[src/rtl/star_finder.sv]
// star_finder: raster-scans a WIDTH x HEIGHT frame held in synchronous-read RAM.
// It finds the first lit pixel (the seed) and grows a bounding box downward
// from it, one row at a time. The box is handed to clean_star through the
// goClean/doneClean handshake, and scanning then resumes from the seed.
// Optional clean watchdog: define STAR_FINDER_CLEAN_TIMEOUT_EN.
module star_finder #(
    parameter int xSz     = 3,
    parameter int ySz     = 3,
    parameter int colSz   = 3,
    parameter int addrSz  = 6,
    parameter int WIDTH   = 6,
    parameter int HEIGHT  = 6,
    parameter int THRESH  = 1,
    parameter int cntSz   = 4,
    parameter int TIMEOUT = 255
) (
    input  logic              clk,
    input  logic              reset,
    input  logic              goFind,
    output logic [addrSz-1:0] rdAddress,
    input  logic [colSz-1:0]  rdData,
    output logic              goClean,
    output logic [xSz-1:0]    xLeft,
    output logic [xSz-1:0]    xRight,
    output logic [ySz-1:0]    yTop,
    output logic [ySz-1:0]    yBottom,
    input  logic              doneClean,
    output logic [cntSz-1:0]  starCount,
    output logic              busy,
    output logic              doneFind,
    output logic              errTimeout
);

    typedef enum logic [3:0] {
        S_IDLE, S_SCAN_RD, S_SCAN_CHK, S_GROW_RD, S_GROW_CHK,
        S_ROW_END, S_CLEAN_REQ, S_CLEAN_WAIT, S_DONE
    } state_t;

    localparam logic [xSz-1:0] X_LAST = xSz'(WIDTH - 1);
    localparam logic [ySz-1:0] Y_LAST = ySz'(HEIGHT - 1);

    state_t             r_state;
    logic [xSz-1:0]     r_x, r_c, r_hi, r_rowMin, r_rowMax;
    logic [ySz-1:0]     r_y, r_r;
    logic               r_rowLit;
    logic [xSz-1:0]     r_xLeft, r_xRight;
    logic [ySz-1:0]     r_yTop, r_yBottom;
    logic [cntSz-1:0]   r_cnt;
    logic               r_busy, r_goClean, r_doneFind;

`ifdef STAR_FINDER_CLEAN_TIMEOUT_EN
    localparam int TW = $clog2(TIMEOUT + 1);
    logic [TW-1:0]      r_tmo;
    logic               r_err;
`endif

    logic               w_lit, w_chase, w_grow;
    logic [xSz-1:0]     w_hiNext, w_newL, w_newR, w_col;
    logic [ySz-1:0]     w_row;

    // Left neighbour of a column, clamped at column 0.
    function automatic logic [xSz-1:0] f_lo(input logic [xSz-1:0] l);
        return (l == '0) ? '0 : l - xSz'(1);
    endfunction

    // Right neighbour of a column, clamped at the last column.
    function automatic logic [xSz-1:0] f_hi(input logic [xSz-1:0] r);
        return (r == X_LAST) ? r : r + xSz'(1);
    endfunction

    assign w_lit    = (rdData >= colSz'(THRESH));
    // A lit pixel at the current right limit pushes the limit one further right.
    assign w_chase  = w_lit && (r_c == r_hi) && (r_hi != X_LAST);
    assign w_hiNext = w_chase ? r_hi + xSz'(1) : r_hi;
    assign w_newL   = (r_rowMin < r_xLeft)  ? r_rowMin : r_xLeft;
    assign w_newR   = (r_rowMax > r_xRight) ? r_rowMax : r_xRight;

    // The read address follows the grow cursor while growing, otherwise the scan pointer.
    assign w_grow    = (r_state == S_GROW_RD) || (r_state == S_GROW_CHK);
    assign w_row     = w_grow ? r_r : r_y;
    assign w_col     = w_grow ? r_c : r_x;
    assign rdAddress = addrSz'(w_row) * addrSz'(WIDTH) + addrSz'(w_col);

    assign goClean   = r_goClean;
    assign xLeft     = r_xLeft;
    assign xRight    = r_xRight;
    assign yTop      = r_yTop;
    assign yBottom   = r_yBottom;
    assign starCount = r_cnt;
    assign busy      = r_busy;
    assign doneFind  = r_doneFind;
`ifdef STAR_FINDER_CLEAN_TIMEOUT_EN
    assign errTimeout = r_err;
`else
    assign errTimeout = 1'b0;
`endif

    // Main controller: scan, grow, clean handshake, with registered outputs.
    always_ff @(posedge clk) begin
        if (reset) begin
            r_state    <= S_IDLE;
            r_x        <= '0;
            r_y        <= '0;
            r_c        <= '0;
            r_hi       <= '0;
            r_r        <= '0;
            r_rowLit   <= 1'b0;
            r_rowMin   <= '0;
            r_rowMax   <= '0;
            r_xLeft    <= '0;
            r_xRight   <= '0;
            r_yTop     <= '0;
            r_yBottom  <= '0;
            r_cnt      <= '0;
            r_busy     <= 1'b0;
            r_goClean  <= 1'b0;
            r_doneFind <= 1'b0;
`ifdef STAR_FINDER_CLEAN_TIMEOUT_EN
            r_tmo      <= '0;
            r_err      <= 1'b0;
`endif
        end else begin
            r_goClean  <= 1'b0;
            r_doneFind <= 1'b0;
            case (r_state)
                S_IDLE: begin
                    if (goFind) begin
                        r_state <= S_SCAN_RD;
                        r_busy  <= 1'b1;
                        r_cnt   <= '0;
                        r_x     <= '0;
                        r_y     <= '0;
`ifdef STAR_FINDER_CLEAN_TIMEOUT_EN
                        r_err   <= 1'b0;
`endif
                    end
                end
                S_SCAN_RD: r_state <= S_SCAN_CHK;
                S_SCAN_CHK: begin
                    if (w_lit) begin
                        r_xLeft   <= r_x;
                        r_xRight  <= r_x;
                        r_yTop    <= r_y;
                        r_yBottom <= r_y;
                        r_r       <= r_y;
                        r_c       <= f_lo(r_x);
                        r_hi      <= f_hi(r_x);
                        r_rowLit  <= 1'b0;
                        r_state   <= S_GROW_RD;
                    end else if ((r_x == X_LAST) && (r_y == Y_LAST)) begin
                        r_state    <= S_DONE;
                        r_doneFind <= 1'b1;
                    end else begin
                        if (r_x == X_LAST) begin
                            r_x <= '0;
                            r_y <= r_y + ySz'(1);
                        end else begin
                            r_x <= r_x + xSz'(1);
                        end
                        r_state <= S_SCAN_RD;
                    end
                end
                S_GROW_RD: r_state <= S_GROW_CHK;
                S_GROW_CHK: begin
                    // Columns are visited left to right, so the first lit one is the row minimum.
                    if (w_lit) begin
                        if (!r_rowLit) r_rowMin <= r_c;
                        r_rowMax <= r_c;
                        r_rowLit <= 1'b1;
                    end
                    r_hi <= w_hiNext;
                    if (r_c != w_hiNext) begin
                        r_c     <= r_c + xSz'(1);
                        r_state <= S_GROW_RD;
                    end else begin
                        r_state <= S_ROW_END;
                    end
                end
                S_ROW_END: begin
                    if (r_rowLit && (r_r != Y_LAST)) begin
                        r_xLeft   <= w_newL;
                        r_xRight  <= w_newR;
                        r_yBottom <= r_r;
                        r_r       <= r_r + ySz'(1);
                        r_c       <= f_lo(w_newL);
                        r_hi      <= f_hi(w_newR);
                        r_rowLit  <= 1'b0;
                        r_state   <= S_GROW_RD;
                    end else begin
                        if (r_rowLit) begin
                            r_xLeft   <= w_newL;
                            r_xRight  <= w_newR;
                            r_yBottom <= r_r;
                        end
                        r_goClean <= 1'b1;
                        r_state   <= S_CLEAN_REQ;
                    end
                end
                S_CLEAN_REQ: begin
`ifdef STAR_FINDER_CLEAN_TIMEOUT_EN
                    r_tmo   <= TW'(1);
`endif
                    r_state <= S_CLEAN_WAIT;
                end
                S_CLEAN_WAIT: begin
                    // The scan pointer still sits on the seed; once cleaned it reads dark.
                    if (doneClean) begin
                        if (r_cnt != '1) r_cnt <= r_cnt + cntSz'(1);
                        r_state <= S_SCAN_RD;
                    end
`ifdef STAR_FINDER_CLEAN_TIMEOUT_EN
                    else if (r_tmo >= TW'(TIMEOUT)) begin
                        r_err      <= 1'b1;
                        r_doneFind <= 1'b1;
                        r_state    <= S_DONE;
                    end else begin
                        r_tmo <= r_tmo + TW'(1);
                    end
`endif
                end
                S_DONE: begin
                    r_busy  <= 1'b0;
                    r_state <= S_IDLE;
                end
                default: begin
                    r_busy  <= 1'b0;
                    r_state <= S_IDLE;
                end
            endcase
        end
    end

endmodule
[config.mk]
export PLATFORM = sky130hd
export DESIGN_NAME = star_finder
export DESIGN_NICKNAME = d
export VERILOG_FILES = /design/src/rtl/star_finder.sv
export SDC_FILE = /design/constraint.sdc
export NUM_CORES = 1
export LEC_CHECK = 0
export CAP_MARGIN = 20
export CORE_MARGIN = 2
export CORE_UTILIZATION = 50
export DETAILED_ROUTE_END_ITERATION = 7
export PLACE_DENSITY = 0.82
export SETUP_SLACK_MARGIN = 0.2
export SLEW_MARGIN = 20
export SYNTH_ARGS = -nofsm -noshare
export SYNTH_HDL_FRONTEND = slang
export SYNTH_SLANG_ARGS = --single-unit
[constraint.sdc]
create_clock -name clk -period 3.05 [get_ports clk]
set_input_delay 0.305 -clock clk [delete_from_list [all_inputs] [get_ports clk]]
set_output_delay 0.305 -clock clk [all_outputs]
set_load 0.01 [all_outputs]
# After elaboration in Yosys (flattened, before gate mapping)
# Cells that the tools add are included.
[word_totals]
ff_bits = 45
input_bits = 7
output_inout_bits = 26
word_cells = 146
[classes]
addsub = 10
n_mul = 1
n_lt_le_gt_ge = 3
n_eq_ne = 26
n_mux = 57
bitwise_logic = 4
reduce_logical = 28
[ops]
columns = ["op", "count"]
rows = [
  ["$mux 3", 32],
  ["$pmux 3 s2", 6],
  ["$pmux 4 s8", 1],
  ["$mux 4", 7],
  ["$add 3x1->3 const B", 6],
  ["$ne 2x2->1 const B", 9],
  ["$pmux 3 s3", 2],
  ["$eq 4x3->1 const B", 4],
  ["$reduce_and 4->1", 4],
  ["$reduce_and 3->1", 4],
  ["$eq 3x3->1 const B", 3],
  ["$ne 3x3->1 const B", 3],
  ["$eq 4x2->1 const B", 2],
  ["$pmux 4 s2", 1],
  ["$reduce_and 2->1", 4],
  ["$reduce_or 7->1", 1],
  ["$add 6x3->6", 1],
  ["$logic_not 3->1", 2],
  ["$mux 1", 6],
  ["$reduce_bool 2->1", 3],
  ["$sub 3x1->3 const B", 2],
  ["$mul 3x2->5 const B", 1],
  ["$reduce_and 5->1", 1],
  ["$add 4x1->4 const B", 1],
  ["other kinds (17)", 23],
]

# Depth between registers and ports, before layout
[depth]
ltp_word = 7
depth_mapped = 12
depth_no_buf = 12

# Worst setup path after synthesis
# No wires, ideal clock.
[synth_timing]
kind = "reg-to-output"
startpoint = "register r_state[0]"
endpoint = "output rdAddress[5]"
arrival_ns = 2.695
t_required_ns = 2.745
slack_ns = 0.050
stages_incl_launch_ff = 10
n_path_buf = 1
cell_sequence = "dfxtp_1 clkbuf_1 or3b_1 a21oi_2 mux2_2 ha_1 inv_1 fa_1 nor3_1 xnor2_1"
[synth_via]
elab_chain_len = 5
word_cells_on_any_way = 7
cone_classes = "add/sub: 1; mul: 1; eq/ne: 2; mux: 2; reduce/logical: 1"
[synth_rtl]
columns = ["item", "line", "source"]
rows = [
  ["start, declared", "42", "state_t r_state;"],
  ["start signal, assigned", "101", "r_state <= S_IDLE;"],
  ["start signal, assigned", "128", "r_state <= S_SCAN_RD;"],
  ["start signal, assigned", "138", "S_SCAN_RD: r_state <= S_SCAN_CHK;"],
  ["$eq 4x2->1 or $eq 4x3->1 (tied branches)", "79", "assign w_grow = (r_state == S_GROW_RD) || (r_state == S_GROW_CHK);"],
  ["$logic_or 1x1->1 *", "79", ""],
  ["$mux 3", "80", "assign w_row = w_grow ? r_r : r_y;"],
  ["$mul 3x2->5", "82", "assign rdAddress = addrSz'(w_row) * addrSz'(WIDTH) + addrSz'(w_col);"],
  ["$add 6x3->6 *", "82", ""],
  ["end, declared", "20", "output logic [addrSz-1:0] rdAddress,"],
]
# Every way passes the cells marked *; elsewhere a longest branch is shown, timed or not.

# Worst setup path after layout
[layout_timing]
startpoint = "register r_state[1]"
endpoint = "output rdAddress[5]"
# Same word-level chain as after synthesis.

==> results.rst <==
.. list-table::
   :header-rows: 1

   * - Metric
     - Value
   * - Deepest clock path buffer count
     - 2
   * - Number of enable flip-flop cells after synthesis
     - 0
   * - Sequential share of the synthesized area
     - roughly 29%
   * - Count of port buffers added during placement
     - 31
   * - Initial Util
     - about 52%
   * - Post-synthesis share of cell area spent on and, or, nand and nor gates
     - about a quarter
   * - Routed wire per std cell
     - around 16 um
   * - Layout overhead on the synthesized area
     - 23.3%
   * - Compound-Gate Fraction of Synth Area
     - 20.4%
   * - Commonest non-fill, non-tap cell in the layout
     - nand2_1
   * - Post-Syn Area per Cell
     - roughly 8 um^2
   * - Internal power contribution
     - 1.06 mW
   * - Total I/O pin count
     - 33
   * - Detailed-route vias per instance
     - between 5 and 6
   * - Worst min-delay path category
     - reg2reg
   * - DRC violation total after the first TritonRoute iteration
     - approximately 290
   * - Number of antenna diodes
     - 0
   * - Synth Area in Adders
     - about an eighth
   * - Vias in the first global route
     - 2868
   * - Overall die height
     - a little over 80 um
   * - GRT overflow
     - 0
   * - Final weighted congestion in routability-driven placement
     - between 0.9 and 1
   * - Total count of hold-check failures in the final report
     - 0
   * - Fraction of power consumed by the clock network
     - approximately 22%
   * - Crit start category
     - flop
   * - Net load switching power
     - just over 0.6 mW
   * - Fin nets
     - about 470
   * - Post-Layout Inst Area
     - 3770 um^2
   * - Portion of netlist area occupied by mux cells
     - between 4 and 5%
   * - Post-detailed-route DRC marker count
     - 0
   * - Crit Path Max Fanout
     - 4
   * - Net Count, Synth
     - approximately 430
   * - Tightest Pin Transition
     - 0.863 ns
   * - Count of vias placed by the detailed router
     - 3006
   * - CTS Root Cell
     - clkbuf_8
   * - Static leakage
     - around 1.5 nW
   * - Floorplan row count
     - 28
   * - Most common flop cell mapped by yosys
     - dfxtp_1
   * - Max frequency
     - 324 MHz
   * - Remaining antenna violation count after routing
     - 0
   * - Fin worst setup slack
     - -0.0361 ns
   * - DIE AREA
     - 6760 um^2
   * - Area of placed instances
     - around 3600 um^2
   * - TNS Setup
     - -0.0361 ns
   * - Synthesized-area fraction occupied by xor and xnor cells
     - between 3 and 4%
   * - Final period utilization
     - 101%
   * - H-tree levels
     - 2
   * - Comb power frac
     - a little over a third
   * - TritonCTS clock tree
     - done
   * - Tmin final
     - 3.09 ns
   * - Peak supply drop
     - 0.311 mV
   * - Power per unit of standard cell area
     - between 400 and 500 nW/um^2
   * - Flop and latch count out of synthesis
     - 45
   * - Critical path data required time
     - 2.74 ns
   * - Dominant combinational cell family by area after synthesis
     - simple AND/OR/NAND/NOR gates
   * - Highest-count cells in the layout ignoring fill and taps
     - nand2_1, dfxtp_1, a21oi_1, nor2_1, clkdlybuf4s50_1
   * - Placed wire-length estimate
     - approximately 5700 um
   * - Flop pwr share
     - about two fifths
   * - Violated checks
     - setup timing
   * - Yosys warns
     - 0
   * - Max-cap viol count
     - 0
   * - Total routing usage reported by global routing
     - 25.2%
   * - Initial antenna violation count
     - 0
   * - Total core area
     - between 5000 and 6000 um^2
   * - Worst setup EP type
     - output pin
   * - Clk slew on worst S/H paths
     - about 0.090 ns
   * - CP Class
     - reg2out
   * - Final max-slew violation count
     - 0
   * - Total CTS buffers
     - 5
   * - Asr flop ratio synth
     - 0%
   * - Die X-Extent
     - slightly above 80 um
   * - Setup-failing EPs final
     - 1
   * - Post-synth design cell area
     - just over 3000 um^2
   * - Pin count of the biggest net entering global routing
     - 43
   * - Pwr Total
     - between 1.5 and 2 mW
   * - First-pass GRT wire length
     - 13200 um
   * - Run status
     - finished with violations
   * - Total detailed-routing wirelength
     - roughly 8000 um
   * - Distinct cell type count of the synthesized netlist
     - between 50 and 60
   * - Slew Limit Headroom
     - 42.5%
   * - Unrepaired setup endpoints after global routing
     - true
   * - Number of clock sinks seen by CTS
     - between 40 and 50
   * - Instance count of the mapped netlist
     - a little under 400
   * - Worst-skew pair later-pin latency
     - about 0.31 ns
   * - Switching part of the total power
     - between 30% and 40%
   * - Total of hold buffers inserted after clock tree synthesis
     - 0
   * - Arr. time, crit path
     - 2.78 ns
   * - Initial DRT Pass Iterations
     - 5
   * - Share of final-layout standard cells stronger than drive strength 1
     - between 10% and 20%
   * - Maximum clock skew at final layout
     - between 0.008 and 0.009 ns
## critical path, stage by stage (launching register included)
cell     delay [ns]
dfxtp_1        0.32
or3b_4         0.40
a21oi_4        0.23
buf_6          0.13
nor2_2         0.03
a21o_1         0.20
ha_4           0.17
inv_2          0.05
fa_2           0.46
nor3_2         0.21
xnor2_1        0.13
buf_2          0.14
## power by group through the flow
stage	Clock (mW)	Combinational, mW	Sequential [mW]
after global routing	0.400	0.668	0.692
after detailed placement	0	0.553	0.696
after global placement	0	0.536	0.693
final	0.371	0.612	0.687
after CTS	0.378	0.585	0.682
after floorplan	0	0.374	0.684
## metal layers
| metal | wire length [um] | part of all wire, % | up-vias | global-route usage, % |
|---|---|---|---|---|
| li1 | - | - | 1461 | - |
| met1 | 3480 | 43 | 1408 | 32.9 |
| met2 | 3930 | 49 | 123 | 40.6 |
| met3 | 473 | 5.9 | 14 | 3.70 |
| met4 | 176 | 2.2 | 0 | 12.3 |
| met5 | 0 | 0 | - | 0 |
## synth_stat cells, types with 2 or more instances
cell | instances | area [um^2]
a2111oi_0 | 2 | 17.5
a211oi_1 | 10 | 75.1
a21o_1 | 3 | 22.5
a21oi_1 | 41 | 205
a311oi_1 | 3 | 26.3
a31oi_1 | 2 | 12.5
a32oi_1 | 2 | 17.5
and2_1 | 2 | 12.5
buf_4 | 2 | 15.0
clkbuf_1 | 15 | 56.3
dfxtp_1 | 45 | 901
fa_1 | 2 | 40.0
ha_1 | 28 | 350
inv_1 | 23 | 86.3
mux2i_1 | 13 | 130
nand2_1 | 49 | 184
nand2b_1 | 2 | 12.5
nand3_1 | 6 | 30.0
nand3b_1 | 4 | 30.0
nand4_1 | 3 | 18.8
nor2_1 | 39 | 146
nor2b_1 | 6 | 37.5
nor3_1 | 14 | 70.1
nor3b_1 | 2 | 15.0
nor4b_1 | 3 | 26.3
o211ai_1 | 3 | 22.5
o21ai_0 | 20 | 100
o31ai_1 | 2 | 15.0
or3_1 | 4 | 25.0
xnor2_1 | 4 | 35.0
xor2_1 | 8 | 70.1
## through the flow
| stage | hold WS, ns | cells | utilization [%] | setup slack [ns] |
|---|---|---|---|---|
| 2_1_floorplan | 0.449 | 390 | - | 0.222 |
| 3_3_place_gp | 0.449 | 498 | 60.1 | -0.0796 |
| 3_5_place_dp | 0.457 | 498 | 60.1 | -0.126 |
| 4_1_cts | 0.474 | 510 | 62.7 | -0.0143 |
| 5_1_grt | 0.497 | 511 | 63.7 | -0.113 |
| 6_report | 0.473 | 511 | 63.7 | -0.0361 |
## final timing paths
path,startpoint,end,slack (ns),cells after the start
max,r_state[1],rdAddress[5],-0.04,11
min,yTop[2],yTop[2],0.47,2
max reg2reg,xRight[1],r_hi[2],0.39,13
min reg2reg,yTop[2],yTop[2],0.47,2
## timing repair
action | 4_1_cts | 5_1_grt
setup endpoints to repair | 4 | 8
endpoints found under the hold margin | 0 | 0
resized for setup | 35 | 13
buffers inserted | 5 | 1
pin swaps | 8 | 12
## cells by family (layout without fill, tap and decap cells)
kind of cell,after synthesis,after routing
xor gates and xnor gates,12,12
other,1,1
and+or+nand+nor,146,146
adders and majority gates,30,30
DFF,45,45
AOI/OAI and AO/OA,99,99
buffers and inverters,43,89
muxes,14,14
## final cells by class
| type | instances | area (um^2) |
|---|---|---|
| clock buffer | 6 | 72.6 |
| clock inverter | 1 | 8.76 |
| fill | 489 | 2150 |
| inverter | 23 | 86.3 |
| multi-input combinational | 302 | 2080 |
| sequential | 45 | 906 |
| tap | 75 | 93.8 |
| timing repair buffer | 59 | 526 |
Note: power is estimated with default switching activity, not from simulation.
